## config.mk

```make
export PLATFORM = sky130hd
export DESIGN_NAME = pad_cfg_ctrl_flat
export DESIGN_NICKNAME = d
export VERILOG_FILES = /design/src/rtl/pad_cfg_ctrl_if.sv /design/src/rtl/pad_cfg_ctrl.sv /design/src/flat_wrapper.sv
export SDC_FILE = /design/constraint.sdc
export NUM_CORES = 1
export LEC_CHECK = 0
export CORE_ASPECT_RATIO = 2
export CORE_MARGIN = 5
export CORE_UTILIZATION = 51
export DETAILED_ROUTE_END_ITERATION = 10
export PLACE_DENSITY = 0.85
export SYNTH_ARGS = -nofsm -noshare
export SYNTH_HDL_FRONTEND = slang
export SYNTH_SLANG_ARGS = --single-unit
```

## constraint.sdc

```tcl
create_clock -name clk -period 2.4 [get_ports clk]
set_input_delay 0.36 -clock clk [delete_from_list [all_inputs] [get_ports clk]]
set_output_delay 0.36 -clock clk [all_outputs]
set_load 0.02 [all_outputs]
```

## src/rtl/pad_cfg_ctrl_if.sv

```systemverilog
// Configuration request channel and registered pad-ring controls for pad_cfg_ctrl.
// The requester holds the request fields stable while cfg_valid is high and cfg_ready is low.
interface pad_cfg_ctrl_if #(
  parameter int NUM_PADS = 15
);
  logic                cfg_valid;
  logic                cfg_ready;
  logic [3:0]          cfg_pad_idx;
  logic                cfg_dir;
  logic [1:0]          cfg_pull;
  logic                cfg_done;
  logic                cfg_err;
  logic [NUM_PADS-1:0] oe_bidir;
  logic [NUM_PADS-1:0] ie_bidir;
  logic [NUM_PADS-1:0] pu_bidir;
  logic [NUM_PADS-1:0] pd_bidir;

  modport master (
    output cfg_valid, cfg_pad_idx, cfg_dir, cfg_pull,
    input  cfg_ready, cfg_done, cfg_err,
    input  oe_bidir, ie_bidir, pu_bidir, pd_bidir
  );

  modport slave (
    input  cfg_valid, cfg_pad_idx, cfg_dir, cfg_pull,
    output cfg_ready, cfg_done, cfg_err,
    output oe_bidir, ie_bidir, pu_bidir, pd_bidir
  );
endinterface

```

## src/rtl/pad_cfg_ctrl.sv

```systemverilog
// Runtime pad configuration sequencer: applies per-pad oe/ie/pull settings, floating a pad
// for SETTLE_CYCLES before any direction change so drivers never contend.
module pad_cfg_ctrl #(
  parameter int                  NUM_PADS      = 15,
  parameter int                  SETTLE_CYCLES = 4,
  parameter logic [NUM_PADS-1:0] RESET_OE      = NUM_PADS'(15'h7FF0),
  parameter logic [NUM_PADS-1:0] RESET_IE      = NUM_PADS'(15'h000F)
) (
  input  logic           clk,
  input  logic           rst,
  pad_cfg_ctrl_if.slave  bus
);

  localparam int CNT_W = (SETTLE_CYCLES > 1) ? $clog2(SETTLE_CYCLES) : 1;

  typedef enum logic {
    IDLE   = 1'b0,
    SETTLE = 1'b1
  } state_t;

  state_t              state_q, state_d;
  logic [CNT_W-1:0]    cnt_q, cnt_d;
  logic [3:0]          idx_q, idx_d;
  logic                dir_q, dir_d;
  logic [1:0]          pull_q, pull_d;
  logic [NUM_PADS-1:0] oe_q, oe_d;
  logic [NUM_PADS-1:0] ie_q, ie_d;
  logic [NUM_PADS-1:0] pu_q, pu_d;
  logic [NUM_PADS-1:0] pd_q, pd_d;
  logic                done_q, done_d;
  logic                err_q, err_d;

  logic [NUM_PADS-1:0] sel_in;
  logic [NUM_PADS-1:0] sel_cap;
  logic                req_legal;
  logic                dir_same;

  function automatic logic [NUM_PADS-1:0] pad_sel(input logic [3:0] idx);
    logic [NUM_PADS-1:0] s;
    s = '0;
    for (int p = 0; p < NUM_PADS; p++) begin
      s[p] = (idx == 4'(p));
    end
    return s;
  endfunction

  function automatic logic is_legal(input logic [3:0] idx, input logic [1:0] pull);
    return ({1'b0, idx} < 5'(NUM_PADS)) && (pull != 2'b11);
  endfunction

  // Replace the selected pad's bit with val, leave every other pad untouched.
  function automatic logic [NUM_PADS-1:0] merge(input logic [NUM_PADS-1:0] vec,
                                                input logic [NUM_PADS-1:0] sel,
                                                input logic                val);
    return (vec & ~sel) | (sel & {NUM_PADS{val}});
  endfunction

  function automatic logic pu_val(input logic dir, input logic [1:0] pull);
    return !dir && (pull == 2'b01);
  endfunction

  function automatic logic pd_val(input logic dir, input logic [1:0] pull);
    return !dir && (pull == 2'b10);
  endfunction

  assign sel_in    = pad_sel(bus.cfg_pad_idx);
  assign sel_cap   = pad_sel(idx_q);
  assign req_legal = is_legal(bus.cfg_pad_idx, bus.cfg_pull);
  assign dir_same  = (bus.cfg_dir == |(oe_q & sel_in));

  always_comb begin
    state_d = state_q;
    cnt_d   = cnt_q;
    idx_d   = idx_q;
    dir_d   = dir_q;
    pull_d  = pull_q;
    oe_d    = oe_q;
    ie_d    = ie_q;
    pu_d    = pu_q;
    pd_d    = pd_q;
    done_d  = 1'b0;
    err_d   = 1'b0;

    unique case (state_q)
      IDLE: begin
        if (bus.cfg_valid) begin
          if (!req_legal) begin
            err_d = 1'b1;
          end else if (dir_same) begin
            oe_d   = merge(oe_q, sel_in, bus.cfg_dir);
            ie_d   = merge(ie_q, sel_in, !bus.cfg_dir);
            pu_d   = merge(pu_q, sel_in, pu_val(bus.cfg_dir, bus.cfg_pull));
            pd_d   = merge(pd_q, sel_in, pd_val(bus.cfg_dir, bus.cfg_pull));
            done_d = 1'b1;
          end else begin
            // Float the pad first; the request is captured so later input changes are ignored.
            oe_d    = merge(oe_q, sel_in, 1'b0);
            ie_d    = merge(ie_q, sel_in, 1'b0);
            pu_d    = merge(pu_q, sel_in, 1'b0);
            pd_d    = merge(pd_q, sel_in, 1'b0);
            cnt_d   = CNT_W'(SETTLE_CYCLES - 1);
            idx_d   = bus.cfg_pad_idx;
            dir_d   = bus.cfg_dir;
            pull_d  = bus.cfg_pull;
            state_d = SETTLE;
          end
        end
      end
      SETTLE: begin
        if (cnt_q == '0) begin
          oe_d    = merge(oe_q, sel_cap, dir_q);
          ie_d    = merge(ie_q, sel_cap, !dir_q);
          pu_d    = merge(pu_q, sel_cap, pu_val(dir_q, pull_q));
          pd_d    = merge(pd_q, sel_cap, pd_val(dir_q, pull_q));
          done_d  = 1'b1;
          state_d = IDLE;
        end else begin
          cnt_d = cnt_q - CNT_W'(1);
        end
      end
      default: begin
        state_d = IDLE;
      end
    endcase
  end

  always_ff @(posedge clk or posedge rst) begin
    if (rst) begin
      state_q <= IDLE;
      cnt_q   <= '0;
      idx_q   <= '0;
      dir_q   <= 1'b0;
      pull_q  <= '0;
      oe_q    <= RESET_OE;
      ie_q    <= RESET_IE;
      pu_q    <= '0;
      pd_q    <= '0;
      done_q  <= 1'b0;
      err_q   <= 1'b0;
    end else begin
      state_q <= state_d;
      cnt_q   <= cnt_d;
      idx_q   <= idx_d;
      dir_q   <= dir_d;
      pull_q  <= pull_d;
      oe_q    <= oe_d;
      ie_q    <= ie_d;
      pu_q    <= pu_d;
      pd_q    <= pd_d;
      done_q  <= done_d;
      err_q   <= err_d;
    end
  end

  assign bus.cfg_ready = (state_q == IDLE);
  assign bus.cfg_done  = done_q;
  assign bus.cfg_err   = err_q;
  assign bus.oe_bidir  = oe_q;
  assign bus.ie_bidir  = ie_q;
  assign bus.pu_bidir  = pu_q;
  assign bus.pd_bidir  = pd_q;

endmodule

```

## src/flat_wrapper.sv

```systemverilog
// flat-port wrapper written by rule: the top's interface ports become plain ports
module pad_cfg_ctrl_flat 
#(
  parameter int                  NUM_PADS      = 15,
  parameter int                  SETTLE_CYCLES = 4,
  parameter logic [NUM_PADS-1:0] RESET_OE      = NUM_PADS'(15'h7FF0),
  parameter logic [NUM_PADS-1:0] RESET_IE      = NUM_PADS'(15'h000F)
)
  (clk, rst, bus_cfg_valid, bus_cfg_pad_idx, bus_cfg_dir, bus_cfg_pull, bus_cfg_ready, bus_cfg_done, bus_cfg_err, bus_oe_bidir, bus_ie_bidir, bus_pu_bidir, bus_pd_bidir);
  pad_cfg_ctrl_if #(.NUM_PADS(NUM_PADS)) bus_i ();
  input  logic clk;
  input  logic rst;
  input wire logic [$bits(bus_i.cfg_valid)-1:0] bus_cfg_valid;
  input wire logic [$bits(bus_i.cfg_pad_idx)-1:0] bus_cfg_pad_idx;
  input wire logic [$bits(bus_i.cfg_dir)-1:0] bus_cfg_dir;
  input wire logic [$bits(bus_i.cfg_pull)-1:0] bus_cfg_pull;
  output wire logic [$bits(bus_i.cfg_ready)-1:0] bus_cfg_ready;
  output wire logic [$bits(bus_i.cfg_done)-1:0] bus_cfg_done;
  output wire logic [$bits(bus_i.cfg_err)-1:0] bus_cfg_err;
  output wire logic [$bits(bus_i.oe_bidir)-1:0] bus_oe_bidir;
  output wire logic [$bits(bus_i.ie_bidir)-1:0] bus_ie_bidir;
  output wire logic [$bits(bus_i.pu_bidir)-1:0] bus_pu_bidir;
  output wire logic [$bits(bus_i.pd_bidir)-1:0] bus_pd_bidir;
  assign bus_i.cfg_valid = bus_cfg_valid;
  assign bus_i.cfg_pad_idx = bus_cfg_pad_idx;
  assign bus_i.cfg_dir = bus_cfg_dir;
  assign bus_i.cfg_pull = bus_cfg_pull;
  assign bus_cfg_ready = bus_i.cfg_ready;
  assign bus_cfg_done = bus_i.cfg_done;
  assign bus_cfg_err = bus_i.cfg_err;
  assign bus_oe_bidir = bus_i.oe_bidir;
  assign bus_ie_bidir = bus_i.ie_bidir;
  assign bus_pu_bidir = bus_i.pu_bidir;
  assign bus_pd_bidir = bus_i.pd_bidir;
  pad_cfg_ctrl #(.NUM_PADS(NUM_PADS), .SETTLE_CYCLES(SETTLE_CYCLES), .RESET_OE(RESET_OE), .RESET_IE(RESET_IE)) u_core (.clk(clk), .rst(rst), .bus(bus_i));
endmodule
```

==> results of run 1 <==
==> metal layers <==
metal	share of wire (%)	track usage [%]	routed length, um
met1	33	35.41	5394
met3	7.5	7.365	1229
met2	51	54.09	8390
met4	8.5	23.55	1387
met5	0	0	0
==> what timing repair did <==
action / in CTS / in global routing
pin swaps: 0 / 1
buffers inserted: 2 / 0
resized for setup: 6 / 6
cloned: 0 / 0
setup endpoints to repair: 27 / 36
==> worst max-delay path by stage <==
stage                             from         to  cells past startpoint
floorplan                          rst  async pin                      1
global placement    bus_cfg_pad_idx[0]   register                     10
detailed placement  bus_cfg_pad_idx[0]   register                     11
CTS                 bus_cfg_pad_idx[0]   register                     10
global route        bus_cfg_pad_idx[1]   register                     11
finish              bus_cfg_pad_idx[1]   register                     10
==> kinds of logic (layout without fill, tap and decap cells) <==
| logic type | Yosys count | in the layout | share of synthesized area [%] |
|---|---|---|---|
| flip-flops | 72 | 72 | 42.43 |
| multiplexers | 10 | 10 | 3.033 |
| adder cells (fa/ha/maj) | 1 | 1 | 0.2916 |
| buffers and inverters | 38 | 169 | 4.724 |
| AND/OR/NAND/NOR | 198 | 198 | 23.21 |
| AO/OA/AOI/OAI | 167 | 167 | 26.31 |
==> cell usage in the layout (no fill, tap or decap), types with 2 or more instances in the layout <==
master	n
a211oi_1	3
a21oi_1	25
a21oi_2	3
a221o_1	8
a22oi_1	14
a31oi_1	6
and2_1	2
and3_1	2
buf_12	5
buf_4	65
bufinv_16	2
clkbuf_16	9
clkdlybuf4s50_1	69
clkinv_2	3
dfrtp_1	57
dfstp_2	15
dlygate4sd2_1	2
inv_1	7
inv_2	3
mux2_4	6
mux2i_1	3
nand2_1	72
nand2_8	2
nand2b_1	12
nand3_1	12
nand3b_1	10
nor2_1	45
nor2b_1	5
nor3_1	12
nor3b_1	2
nor4_1	4
nor4b_1	2
o211ai_1	7
o21ai_0	34
o21ai_1	8
o221ai_1	14
o22a_1	4
o22ai_1	32
o32ai_2	3
or2_2	2
==> power by group <==
group          total [mW]  switching [mW]  internal, mW
Combinational        3.33            1.88          1.44
Sequential           2.06           0.396          1.67
Clock                1.46           0.528         0.932
==> layout make-up <==
type                    instances  area (sq um)  share of cell area, %
flip-flops and latches         72          1821                  30.72
clock buffers                  10         239.0                  4.032
clock inverters                 6         82.58                  1.393
well taps                      98         122.6                  2.069
repair buffers                142          1309                  22.08
multi-input cells             376          2312                  39.01
inverters                      11         41.29                 0.6966
==> critical path: stages <==
cell	delay, ns
clkdlybuf4s50_1	0.48
or3b_1	0.42
o32ai_2	0.18
a2111oi_4	0.08
buf_4	0.17
and2_4	0.17
buf_4	0.13
nor3_4	0.30
buf_4	0.18
o22a_1	0.11
==> per-stage QoR <==
stage | instances | TNS (ns) | util [%] | total power, mW
after detailed placement | 697 | -22.19 | 67.36 | 5.277
after global routing | 715 | 0 | 71.99 | 7.137
after global placement | 697 | -20.44 | 67.36 | 5.199
final | 715 | 0 | 71.99 | 6.854
after floorplan | 486 | 0 | - | 3.721
after CTS | 715 | 0 | 71.67 | 6.767
==> run_results.csv, run 1 <==
group,metric,value,unit
clock_network,clk_pin_slew,0.06,ns
drt,drc_errors,0,
sta,worst_pin_slew,0.6423,ns
global_route,grt.overflow.total,0,
logic_synthesis,synth.yosys.seq_area_share,42.43,%
placement,placed_area,5545,sq um
logic_synthesis,synth_top_area_share,33.25,%
logic_synthesis,synth_edf_count,0,
global_route,grt_max_degree,73,
global_route,grt_use_total,32.89,%
sta,fin_worst_skew,0.004374,ns
logic_synthesis,synth_area,4290,sq um
floorplanning,die_h,139.7,um
clock_network,ctsHoldBuffers,0,
layout,fillers,630,
worst_setup_path,reg2reg_setup_slack,0.10,ns
logic_synthesis,ys_ff_latch,72,
status,status,"finished, final reports clean",
drt,ant_nets,0,
logic_synthesis,synth_ff_type,"dfrtp_1",
logic_synthesis,synth_most_common_cell,"nand2_1",
placement,dpl.hpwl,12240,um
sta,fin_crit_sh,96.28,%
global_route,antenna_found_initial,0,
clock_network,clk_latency,0.34,ns
worst_setup_path,critPathKind,"input port to register",
worst_setup_path,arrival,2.59,ns
sta,fin_ws,0.08935,ns
drt,vias,4835,
floorplanning,core_region_area,8233,sq um
drt,drt_pass1_iterations,6,
drt,vias_per_cell,6.762,
layout,fin_nets,623,
placement,place_ws,-0.4279,ns
drt,wl_per_cell,22.94,um
clock_network,clkSinkCount,72,
logic_synthesis,yosysWarnings,0,
layout,area_growth,38.15,%
clock_network,cts_tree,"yes",
logic_synthesis,async_flop_share,100.0,%
layout,fin_area,5927,sq um
sta,final-setup-viol-count,0,
logic_synthesis,synth.area.top_cells,"dfrtp_1 33%, dfstp_2 9.2%, nand2_1 6.3%",
power,ir_drop,0.0006818,V
layout,n_antenna_cell,0,
hold_path,min_path_type,"input port to async pin",
worst_setup_path,crit_fanout,5,
placement,gp_congestion,1.069,
power,p_leak,2.359,nW
logic_synthesis,synth.distinct_cells,57,
floorplanning,dieArea,10460,sq um
worst_setup_path,endpoint_kind,"register",
sta,fmax,432.8,MHz
logic_synthesis,synthesis.nets,497,
sta,drv_slew,0,
sta,hold_viol,0,
drt,drt_iter0_drc,464,
logic_synthesis,synth_top_area_cell,"dfrtp_1",
power,power.density,1156,nW/um^2
sta,slew_headroom,57.02,%
floorplanning,start_util,52.11,%
sta,fin_crit,2.311,ns
logic_synthesis,synth_common_cells,"72 x nand2_1, 57 x dfrtp_1, 45 x nor2_1",
drt,drt-total-wl,16400,um
placement,port_buffers,72,
worst_setup_path,reg2regPathDepth,9,
sta,grt_setup_unrepaired,"false",
clock_network,root_buffer,"clkbuf_16",
sta,whs,0.4218,ns
floorplanning,die_w,74.86,um
floorplanning,io_pins,73,
floorplanning,rows,47,
clock_network,cts_buffers,9,
worst_setup_path,startpoint_type,"input port",
run,drv_cap,0,
global_route,grt_first_pass_wirelength,25810,um
logic_synthesis,syn_area_per_cell,8.828,sq um
worst_setup_path,cp_data_required_time,2.68,ns
clock_network,htree_levels,3,
logic_synthesis,synth_cells,486,
clock_network,clockBufferDepth,2,
layout,drive_gt1_share,22.04,%
global_route,grt_pass1_vias,4917,
Note: power is estimated with default switching activity, not from simulation.
==> run 2, diff against run 1 <==
--- a/config.mk
+++ b/config.mk
@@ -9,6 +9,7 @@
 export CORE_MARGIN = 5
 export CORE_UTILIZATION = 51
 export DETAILED_ROUTE_END_ITERATION = 10
+export GPL_ROUTABILITY_DRIVEN = 1
 export PLACE_DENSITY = 0.85
 export SYNTH_ARGS = -nofsm -noshare
 export SYNTH_HDL_FRONTEND = slang
==> results of run 2 <==
The final DEF is identical to that of run 1; final timing and power are the same.
